`config.mk`:
```
export PLATFORM = sky130hd
export DESIGN_NAME = char_grid_feature_flat
export DESIGN_NICKNAME = d
export VERILOG_FILES = /design/src/rtl/char_grid_feature_pkg.sv /design/src/rtl/char_grid_feature_if.sv /design/src/rtl/char_grid_feature_grid_step_acc.sv /design/src/rtl/char_grid_feature.sv /design/src/flat_wrapper.sv
export SDC_FILE = /design/constraint.sdc
export NUM_CORES = 1
export LEC_CHECK = 0
export BUFFER_PORTS_ARGS = -buffer_cell sky130_fd_sc_hd__buf_2
export CAP_MARGIN = 25
export CORE_ASPECT_RATIO = 1.1
export CORE_MARGIN = 1
export CORE_UTILIZATION = 35
export DETAILED_ROUTE_END_ITERATION = 12
export GPL_ROUTABILITY_DRIVEN = 0
export GPL_TIMING_DRIVEN = 0
export PLACE_DENSITY = 0.47
export SETUP_SLACK_MARGIN = 0.4
export SYNTH_ARGS = -nofsm -noshare
export SYNTH_HDL_FRONTEND = slang
export SYNTH_SLANG_ARGS = --single-unit
```
`constraint.sdc`:
```
create_clock -name pixelclk -period 8.7 [get_ports pixelclk]
set_clock_uncertainty 0.05 [all_clocks]
set_input_delay 0.87 -clock pixelclk [delete_from_list [all_inputs] [get_ports pixelclk]]
set_output_delay 0.87 -clock pixelclk [all_outputs]
set_load 0.005 [all_outputs]
```
`src/rtl/char_grid_feature_pkg.sv`:
```
// Shared constants, FSM state type and feature-bit index helper for char_grid_feature.
package char_grid_feature_pkg;

  localparam int unsigned GRID_COLS = 5;
  localparam int unsigned GRID_ROWS = 8;
  localparam int unsigned FEAT_W    = 40;
  localparam int unsigned BIT_W     = $clog2(FEAT_W);
  localparam int unsigned IDX_W     = 4;

  typedef enum logic [1:0] {
    IDLE,
    WAIT_BOX,
    SCAN,
    DONE
  } state_t;

  // Cell (r, c) maps to bit 39 - (5r + c); row 0 / col 0 is the MSB.
  function automatic int unsigned bit_idx(input int unsigned r, input int unsigned c);
    return FEAT_W - 1 - (GRID_COLS * r + c);
  endfunction

endpackage

```
`src/rtl/char_grid_feature_if.sv`:
```
// Pixel-stream, bounding-box and feature-result bundle for char_grid_feature.
interface char_grid_feature_if
  import char_grid_feature_pkg::*;
#(
  parameter int unsigned COORD_W = 12
);

  logic               i_vsync_pos;
  logic               i_de;
  logic               i_bin;
  logic [COORD_W-1:0] i_box_xmin;
  logic [COORD_W-1:0] i_box_xmax;
  logic [COORD_W-1:0] i_box_ymin;
  logic [COORD_W-1:0] i_box_ymax;
  logic [FEAT_W-1:0]  o_char1;
  logic               o_char_vld;
  logic               o_err;

  modport master (
    output i_vsync_pos, i_de, i_bin, i_box_xmin, i_box_xmax, i_box_ymin, i_box_ymax,
    input  o_char1, o_char_vld, o_err
  );

  modport slave (
    input  i_vsync_pos, i_de, i_bin, i_box_xmin, i_box_xmax, i_box_ymin, i_box_ymax,
    output o_char1, o_char_vld, o_err
  );

endinterface

```
`src/rtl/char_grid_feature_grid_step_acc.sv`:
```
// Bresenham step accumulator: idx = floor(k*STEP/span) after k advances, no divider.
module grid_step_acc
  import char_grid_feature_pkg::*;
#(
  parameter int unsigned STEP   = 5,
  parameter int unsigned SPAN_W = 13,
  parameter int unsigned IDX_W  = 4
) (
  input  logic              clk,
  input  logic              rst,
  input  logic              clr,
  input  logic              adv,
  input  logic [SPAN_W-1:0] span,
  output logic [IDX_W-1:0]  idx,
  output logic              wrap_c
);

  logic [SPAN_W-1:0] acc;
  logic [SPAN_W:0]   sum;

  assign sum    = {1'b0, acc} + (SPAN_W + 1)'(STEP);
  assign wrap_c = adv && (sum >= {1'b0, span});

  always_ff @(posedge clk) begin
    if (rst || clr) begin
      acc <= '0;
      idx <= '0;
    end else if (adv) begin
      if (wrap_c) begin
        acc <= SPAN_W'(sum - {1'b0, span});
        idx <= idx + IDX_W'(1);
      end else begin
        acc <= SPAN_W'(sum);
      end
    end
  end

endmodule

```
`src/rtl/char_grid_feature.sv`:
```
// 5x8 grid-occupancy feature extractor over a glyph bounding box in a binarized pixel stream.
// Optional macro CHAR_GRID_EMPTY_CHECK_EN rejects completed frames with no foreground pixel.
module char_grid_feature
  import char_grid_feature_pkg::*;
#(
  parameter int unsigned COORD_W = 12,
  parameter int unsigned CNT_W   = 20
) (
  input logic                pixelclk,
  input logic                reset,
  char_grid_feature_if.slave bus
);

  localparam int unsigned SPAN_W = COORD_W + 1;

  state_t               state, state_nxt;
  logic                 de_d;
  logic [COORD_W-1:0]   x_cnt, y_cnt;
  logic [COORD_W-1:0]   box_xmin, box_xmax, box_ymin, box_ymax;
  logic [SPAN_W-1:0]    box_w, box_h, in_w, in_h;
  logic [CNT_W-1:0]     fg_cnt  [GRID_COLS];
  logic [CNT_W-1:0]     tot_cnt [GRID_COLS];
  logic [FEAT_W-1:0]    shadow, shadow_nxt, feature;
  logic [GRID_COLS-1:0] band_bits;
  logic [IDX_W-1:0]     col, row;
  logic                 row_wrap, unused_col_wrap;
  logic                 vsync, de, line_end, box_ok, scan_act, pix_in;
  logic                 scan_line_end, last_line, band_close, frame_done;
  logic                 vld, err, vld_c, err_c;
`ifdef CHAR_GRID_EMPTY_CHECK_EN
  logic                 any_fg;
`endif

  assign vsync    = bus.i_vsync_pos;
  assign de       = bus.i_de;
  assign line_end = de_d & ~de;

  // Box validity checked on the raw inputs; inverted bounds are rejected before width wraps.
  assign in_w   = SPAN_W'(bus.i_box_xmax) - SPAN_W'(bus.i_box_xmin) + SPAN_W'(1);
  assign in_h   = SPAN_W'(bus.i_box_ymax) - SPAN_W'(bus.i_box_ymin) + SPAN_W'(1);
  assign box_ok = (bus.i_box_xmax >= bus.i_box_xmin) && (in_w >= SPAN_W'(GRID_COLS)) &&
                  (bus.i_box_ymax >= bus.i_box_ymin) && (in_h >= SPAN_W'(GRID_ROWS));

  // Count the first box line even if it begins in the cycle WAIT_BOX hands over to SCAN.
  assign scan_act      = (state == SCAN) || ((state == WAIT_BOX) && (y_cnt == box_ymin));
  assign pix_in        = ~vsync & de & scan_act & (x_cnt >= box_xmin) & (x_cnt <= box_xmax);
  assign scan_line_end = ~vsync & line_end & (state == SCAN);
  assign last_line     = (y_cnt == box_ymax);
  assign band_close    = scan_line_end & (row_wrap | last_line);
  assign frame_done    = scan_line_end & last_line;

  grid_step_acc #(.STEP(GRID_COLS), .SPAN_W(SPAN_W), .IDX_W(IDX_W)) u_col_acc (
    .clk(pixelclk), .rst(reset), .clr(vsync | ~de), .adv(pix_in),
    .span(box_w), .idx(col), .wrap_c(unused_col_wrap)
  );

  grid_step_acc #(.STEP(GRID_ROWS), .SPAN_W(SPAN_W), .IDX_W(IDX_W)) u_row_acc (
    .clk(pixelclk), .rst(reset), .clr(vsync), .adv(scan_line_end),
    .span(box_h), .idx(row), .wrap_c(row_wrap)
  );

  always_ff @(posedge pixelclk) begin
    if (reset) state <= IDLE;
    else       state <= state_nxt;
  end

  always_comb begin
    state_nxt = state;
    if (vsync) begin
      state_nxt = box_ok ? WAIT_BOX : IDLE;
    end else begin
      case (state)
        IDLE:     state_nxt = IDLE;
        WAIT_BOX: if (y_cnt == box_ymin) state_nxt = SCAN;
        SCAN:     if (line_end && last_line) state_nxt = DONE;
        DONE:     state_nxt = IDLE;
        default:  state_nxt = IDLE;
      endcase
    end
  end

  always_comb begin
    vld_c = 1'b0;
    err_c = 1'b0;
    if (vsync) begin
      err_c = ~box_ok;
    end else if (frame_done) begin
`ifdef CHAR_GRID_EMPTY_CHECK_EN
      vld_c = any_fg;
      err_c = ~any_fg;
`else
      vld_c = 1'b1;
`endif
    end
  end

  // Majority decision per column cell merged into the shadow at the current band row.
  always_comb begin
    shadow_nxt = shadow;
    band_bits  = '0;
    for (int unsigned c = 0; c < GRID_COLS; c++) begin
      band_bits[c] = {fg_cnt[c], 1'b0} > {1'b0, tot_cnt[c]};
      if (row < IDX_W'(GRID_ROWS)) shadow_nxt[BIT_W'(bit_idx(32'(row), c))] = band_bits[c];
    end
  end

  always_ff @(posedge pixelclk) begin
    if (reset) begin
      de_d     <= 1'b0;
      x_cnt    <= '0;
      y_cnt    <= '0;
      box_xmin <= '0;
      box_xmax <= '0;
      box_ymin <= '0;
      box_ymax <= '0;
      box_w    <= '0;
      box_h    <= '0;
      shadow   <= '0;
      feature  <= '0;
      vld      <= 1'b0;
      err      <= 1'b0;
      for (int unsigned c = 0; c < GRID_COLS; c++) begin
        fg_cnt[c]  <= '0;
        tot_cnt[c] <= '0;
      end
    end else begin
      de_d  <= de;
      x_cnt <= (de && !vsync) ? x_cnt + COORD_W'(1) : '0;
      if (vsync)         y_cnt <= '0;
      else if (line_end) y_cnt <= y_cnt + COORD_W'(1);

      if (vsync) begin
        box_xmin <= bus.i_box_xmin;
        box_xmax <= bus.i_box_xmax;
        box_ymin <= bus.i_box_ymin;
        box_ymax <= bus.i_box_ymax;
        box_w    <= in_w;
        box_h    <= in_h;
        shadow   <= '0;
        for (int unsigned c = 0; c < GRID_COLS; c++) begin
          fg_cnt[c]  <= '0;
          tot_cnt[c] <= '0;
        end
      end else if (band_close) begin
        shadow <= shadow_nxt;
        for (int unsigned c = 0; c < GRID_COLS; c++) begin
          fg_cnt[c]  <= '0;
          tot_cnt[c] <= '0;
        end
      end else if (pix_in) begin
        for (int unsigned c = 0; c < GRID_COLS; c++) begin
          if (col == IDX_W'(c)) begin
            tot_cnt[c] <= tot_cnt[c] + CNT_W'(1);
            fg_cnt[c]  <= fg_cnt[c] + CNT_W'(bus.i_bin);
          end
        end
      end

      if (vld_c) feature <= shadow_nxt;
      vld <= vld_c;
      err <= err_c;
    end
  end

`ifdef CHAR_GRID_EMPTY_CHECK_EN
  always_ff @(posedge pixelclk) begin
    if (reset || vsync)          any_fg <= 1'b0;
    else if (pix_in && bus.i_bin) any_fg <= 1'b1;
  end
`endif

  assign bus.o_char1    = feature;
  assign bus.o_char_vld = vld;
  assign bus.o_err      = err;

endmodule

```
`src/flat_wrapper.sv`:
```
// flat-port wrapper written by rule: the top's interface ports become plain ports
module char_grid_feature_flat import char_grid_feature_pkg::*;
#(
  parameter int unsigned COORD_W = 12,
  parameter int unsigned CNT_W   = 20
)
  (pixelclk, reset, bus_i_vsync_pos, bus_i_de, bus_i_bin, bus_i_box_xmin, bus_i_box_xmax, bus_i_box_ymin, bus_i_box_ymax, bus_o_char1, bus_o_char_vld, bus_o_err);
  char_grid_feature_if #(.COORD_W(COORD_W)) bus_i ();
  input logic pixelclk;
  input logic reset;
  input wire logic [$bits(bus_i.i_vsync_pos)-1:0] bus_i_vsync_pos;
  input wire logic [$bits(bus_i.i_de)-1:0] bus_i_de;
  input wire logic [$bits(bus_i.i_bin)-1:0] bus_i_bin;
  input wire logic [$bits(bus_i.i_box_xmin)-1:0] bus_i_box_xmin;
  input wire logic [$bits(bus_i.i_box_xmax)-1:0] bus_i_box_xmax;
  input wire logic [$bits(bus_i.i_box_ymin)-1:0] bus_i_box_ymin;
  input wire logic [$bits(bus_i.i_box_ymax)-1:0] bus_i_box_ymax;
  output wire logic [$bits(bus_i.o_char1)-1:0] bus_o_char1;
  output wire logic [$bits(bus_i.o_char_vld)-1:0] bus_o_char_vld;
  output wire logic [$bits(bus_i.o_err)-1:0] bus_o_err;
  assign bus_i.i_vsync_pos = bus_i_vsync_pos;
  assign bus_i.i_de = bus_i_de;
  assign bus_i.i_bin = bus_i_bin;
  assign bus_i.i_box_xmin = bus_i_box_xmin;
  assign bus_i.i_box_xmax = bus_i_box_xmax;
  assign bus_i.i_box_ymin = bus_i_box_ymin;
  assign bus_i.i_box_ymax = bus_i_box_ymax;
  assign bus_o_char1 = bus_i.o_char1;
  assign bus_o_char_vld = bus_i.o_char_vld;
  assign bus_o_err = bus_i.o_err;
  char_grid_feature #(.COORD_W(COORD_W), .CNT_W(CNT_W)) u_core (.pixelclk(pixelclk), .reset(reset), .bus(bus_i));
endmodule
```
### Yosys cells after proc, flatten, opt, wreduce, memory -nomap -nowiden

Memories as Yosys holds them, arrays and structs flattened.
Index checks and enable logic that the tools add are counted.

| operators by class | value |
|---|---|
| $add $sub $neg | 31 |
| multiply operators | 1 |
| magnitude comparators | 24 |
| equal/unequal tests | 11 |
| muxes and demuxes | 98 |
| bitwise logic cells | 45 |
| reduce and logical (&&, ||, !) cells | 26 |

Operators with widths:

| kind | number |
|---|---|
| 20-bit two-way mux | 30 |
| 40-bit bitwise mux | 5 |
| 40-bit two-way mux | 5 |
| 21-bit by 20-bit greater-than comparator with 1-bit output | 5 |
| 20-bit by 1-bit adder with 20-bit output | 5 |
| 20-bit by 1-bit adder with 20-bit output (second input constant) | 5 |
| 1-bit two-way mux | 47 |
| 12-bit >= comparator | 3 |
| 6-bit by 7-bit less-than comparator with 1-bit output (second input constant) | 5 |
| 1-bit OR | 32 |
| 1-bit demux with 6-bit select | 5 |
| 6-bit by 1-bit >= comparator with 1-bit output (second input constant) | 5 |
| 6-bit subtractor (first input constant) | 5 |
| 14-bit by 13-bit >= comparator with 1-bit output | 2 |
| 13-bit by 1-bit adder with 13-bit output (second input constant) | 2 |
| 13-bit two-way mux | 2 |
| 12-bit by 12-bit subtractor with 13-bit output | 2 |
| 13-bit subtractor | 2 |
| 12-bit by 1-bit adder with 12-bit output (second input constant) | 2 |
| 12-bit equality test | 2 |
| 13-bit by 3-bit adder with 14-bit output (second input constant) | 1 |
| 13-bit by 4-bit adder with 14-bit output (second input constant) | 1 |
| 13-bit by 3-bit >= comparator with 1-bit output (second input constant) | 1 |
| 13-bit by 4-bit >= comparator with 1-bit output (second input constant) | 1 |
| other kinds (24) | 61 |

| word-level totals | value |
|---|---|
| register bits | 217 |
| RAM bits | 200 |
| output and inout bits | 42 |
| memories | 2 |

Memory list:

| name | words | width | rd ports | clocked after Yosys merged registers in | write ports | line | text |
|---|---|---|---|---|---|---|---|
| u_core.fg_cnt | 5 | 20 | 5 | 0 | 5 | char_grid_feature.sv:21 | `logic [CNT_W-1:0] fg_cnt [GRID_COLS];` |
| u_core.tot_cnt | 5 | 20 | 5 | 0 | 5 | char_grid_feature.sv:22 | `logic [CNT_W-1:0] tot_cnt [GRID_COLS];` |

### Longest topological paths before layout

| logic depth | value |
|---|---|
| depth after elaboration | 16 |
| mapped depth | 17 |

### By module

Synthesis repeated with hierarchy kept, for this count alone.

| unflattened totals | value |
|---|---|
| cells, all modules | 3437 |
| area total of the unflattened synthesis | 29622.2 um2 |

Modules (own cells, without submodules):

| module | times used | cells an instance | area each (um2) | seq. area each (um2) |
|---|---|---|---|---|
| char_grid_feature | 1 | 2972 | 26096.3 | 9669.3 |
| grid_step_acc (u_core.u_col_acc) | 1 | 234 | 1774.2 | 340.3 |
| grid_step_acc (u_core.u_row_acc) | 1 | 231 | 1751.7 | 340.3 |

### Worst setup path before layout

No wires, ideal clock.

| timing path | value |
|---|---|
| path type | flip-flop to flip-flop |
| from | register u_core.box_xmax[1] |
| to | memory u_core.fg_cnt[4][0] (netlist: u_core.fg_cnt[0][80]) (enable) |
| setup time | 0.498 ns |
| data arrival time | 5.129 ns |
| required time | 8.152 ns |
| path slack | 3.023 ns |
| cell stages (with the launch flop) | 12 |
| path buffers | 2 |
| period minus slack after synthesis | 5.677 ns |
| path through | dfxtp_1 > inv_1 > ha_1 > nor2b_1 > o21a_1 > o21a_1 > o21ai_0 > a31oi_1 > or3b_1 > clkbuf_1 > clkbuf_1 > o31ai_1 |

RTL lines:

| item | line | text |
|---|---|---|
| start, declared | char_grid_feature.sv:19 | `logic [COORD_W-1:0] box_xmin, box_xmax, box_ymin, box_ymax;` |
| start signal, assigned | char_grid_feature.sv:134 | `box_xmax <= bus.i_box_xmax;` |
| end, declared | char_grid_feature.sv:21 |  |

==> run summary <==
P&R area growth vs syn - 13.3%
Detail-routed via count per cell - 5.41
Min cycle time layout - 5550 ps
Worst hold slack - 412 ps
Final instance area - 33700 µm²
PostCTS Resize Cnt - 0
YS warnings - 0
Final critical-path share of the clock period - 63.7%
Yosys top cell by area - edfxtp_1
Critical Path End Type - flip-flop
Total CTS buffers - 53
Post-cts hold buffer count - 0
Setup ws final - 3150 ps
Starting Density - 35.5%
Fin cells - 4682
Syn nets - 3634
Max Slew Vio Count - 0
Top post-synthesis cells by area - edfxtp_1 (20%), dfxtp_1 (15%), ha_1 (9.6%)
Vias - 25300
Synth Area in Simple Gates - 22.4%
RSZ-0062 raised after global routing - false
Top-count cell post-synth - nor2_1
Setup crit start kind - flip-flop
Rel. slew slack - 18.2%
Total grt overflow - 0
Top_reg_cell synth - dfxtp_1
Final net count - 3803
Die H - 308 µm
CTS Sinks - 417
Cell Area, Placed - 31900 µm²
Synthesized area - 29700 µm²
Area share of the largest cell type after synthesis - 20.2%
Setup violators final - 0
Synth Area in Adders - 10.6%
Endpoints failing hold - 0
# IOs - 95
Main combinational cell family by area after synthesis - simple AND/OR/NAND/NOR gates
Clk_lat worst skew - 650 ps
Post-route ant nets - 0
Register area share after synthesis - 34.8%
First-pass GRT wire length - 146000 µm
Die Area - 86100 µm²
Maximum VDD drop - 0.160 mV
Status - completed
CTS tree - done
Detailed Routing Iterations Pass 1 - 8
Initial DRC Count - 2036
Synth cell types - 81
Post CTS Setup Buffer Count - 0
Largest net degree at the start of global routing - 36
Async set-reset flop share out of synthesis - 0%
Worst Path Max Fanout - 17
Max-cap violations - 0
Syn Area/Cell - 8.91 µm²
Clock-pin slew on the worst setup and hold paths - 60 ps
Worst hold path stage count - 2
EDFF count, synth - 200
Mux cell area share after synthesis - 2.74%
Layout cells sized above 1 - 9.83%
Final HPWL DP - 71500 µm
Leak pwr - 0.0125 µW
Die X - 280 µm
Avg WL per Cell - 20.2 µm
FF+latch count, synth - 417
Total GRT Usage - 21.8%
Worst Reg-to-Reg Cells - 14
Max Fclk - 180 MHz
Worst Tran Pin Value - 1220 ps
Setup CP Type - flip-flop to flip-flop
Core area - 83700 µm²
Cells after Synth - 3338
Clk buf depth - 3
Vias in the first global route - 24800
WP data arrival - 5880 ps
# rows - 111
Most frequent cells after synthesis - nor2_1 (401), nand2_1 (242), inv_1 (235)
XOR/XNOR share of the synthesized area - 8.66%
DRC errors left - 0
Synth Area in Compound Gates - 15.3%
Worst EP required - 9040 ps
CTS HTree Levels - 2
Fin Setup TNS - 0 ps
Clock Tree Root - clkbuf_16
HP Class - flip-flop to flip-flop
Initial antenna violation count - 0
Pwr/cell area - 154 nW/µm²
Final WL - 94800 µm
Placed Instances - 4578
Setup WS pre-CTS - 3270 ps
IO Port Bufs - 93
[cell type report]
| cell class | instances | area [µm²] |
|---|---|---|
| inverter | 236 | 886 |
| multi-input combinational | 2551 | 17800 |
| clock inverter | 24 | 277 |
| fill | 8513 | 50100 |
| timing repair buffer | 114 | 711 |
| tap | 1130 | 1410 |
| antenna | 1 | 2.50 |
| clock buffer | 75 | 1520 |
| sequential | 417 | 10300 |
| buffer | 134 | 748 |
[logic make-up (layout without fill, tap and decap cells)]
kind of cell,count (synthesis),in the layout
AO/OA/AOI/OAI,668,668
XOR/XNOR,289,289
flip-flops,417,417
multiplexers,81,81
buffers and inverters,370,583
AND/OR/NAND/NOR,1270,1270
other,0,1
adder cells (fa/ha/maj),243,243
[report_power, final]
part	internal, µW	switching (µW)	total [µW]
sequential	2120	59.8	2180
clock	1360	935	2300
combinational	276	444	720
total	3760	1440	5200
[metal layers]
metal / track usage, % / share of wire [%] / wire length (µm) / up-vias
met5: 0 / 0 / 0 / -
met4: 8.53 / 4.0 / 3790 / 0
met3: 3.89 / 6.6 / 6250 / 257
met2: 36.0 / 45 / 43000 / 819
met1: 28.0 / 44 / 41700 / 11900
li1: - / - / - / 12300
[sequential cells by signal, summed over array words and instances (netlist names)]
signal and flops:
u_core.box_h 13, u_core.bus.o_char_vld 1, u_core.x_cnt 12, u_core.box_ymin 12
u_core.shadow 40, u_core.fg_cnt 100, u_core.de_d 1, u_core.y_cnt 12
u_core.tot_cnt 100, u_core.u_col_acc.idx 4, u_core.box_ymax 12, u_core.bus.o_err 1
u_core.box_w 13, u_core.u_row_acc.idx 4, u_core.box_xmin 12, u_core.box_xmax 12
u_core.bus.o_char1 40, u_core.u_row_acc.acc 13, u_core.state 2, u_core.u_col_acc.acc 13
[layout by cell type (no fill, tap or decap), types with 118 or more instances in the layout]
cell      instances
edfxtp_1        200
inv_1           235
dfxtp_1         217
xnor2_1         185
nor2_1          401
nand2_1         242
a21oi_1         133
ha_1            228
nand3_1         166
o21ai_0         118
[worst paths after layout]
kind | startpoint | to | slack [ps]
max reg2reg | u_core.u_row_acc.acc[3] | u_core.tot_cnt[0][85] | 3150
max | u_core.u_row_acc.acc[3] | u_core.tot_cnt[0][85] | 3150
min | u_core.shadow[18] | u_core.shadow[18] | 410
min reg2reg | u_core.shadow[18] | u_core.shadow[18] | 410
[metrics by stage]
step | utilization [%] | power (µW)
CTS | 40.2 | 5270
global placement | 37.7 | 2930
floorplan | - | 2720
detailed placement | 38.0 | 2940
finish | 40.2 | 5200
global route | 40.2 | 5420
[critical path, cell delays in order (launching register included)]
cell and delay (ps):
dfxtp_1 440, ha_1 280, nand4_1 210, nor2_1 260
xor2_1 250, ha_1 330, a2111oi_0 400, o21ai_0 190
a21oi_1 170, a21oi_1 250, nor3_1 840, clkbuf_1 750
o31ai_4 420, buf_8 290, buf_8 160
(Power assumes the default switching activity.)
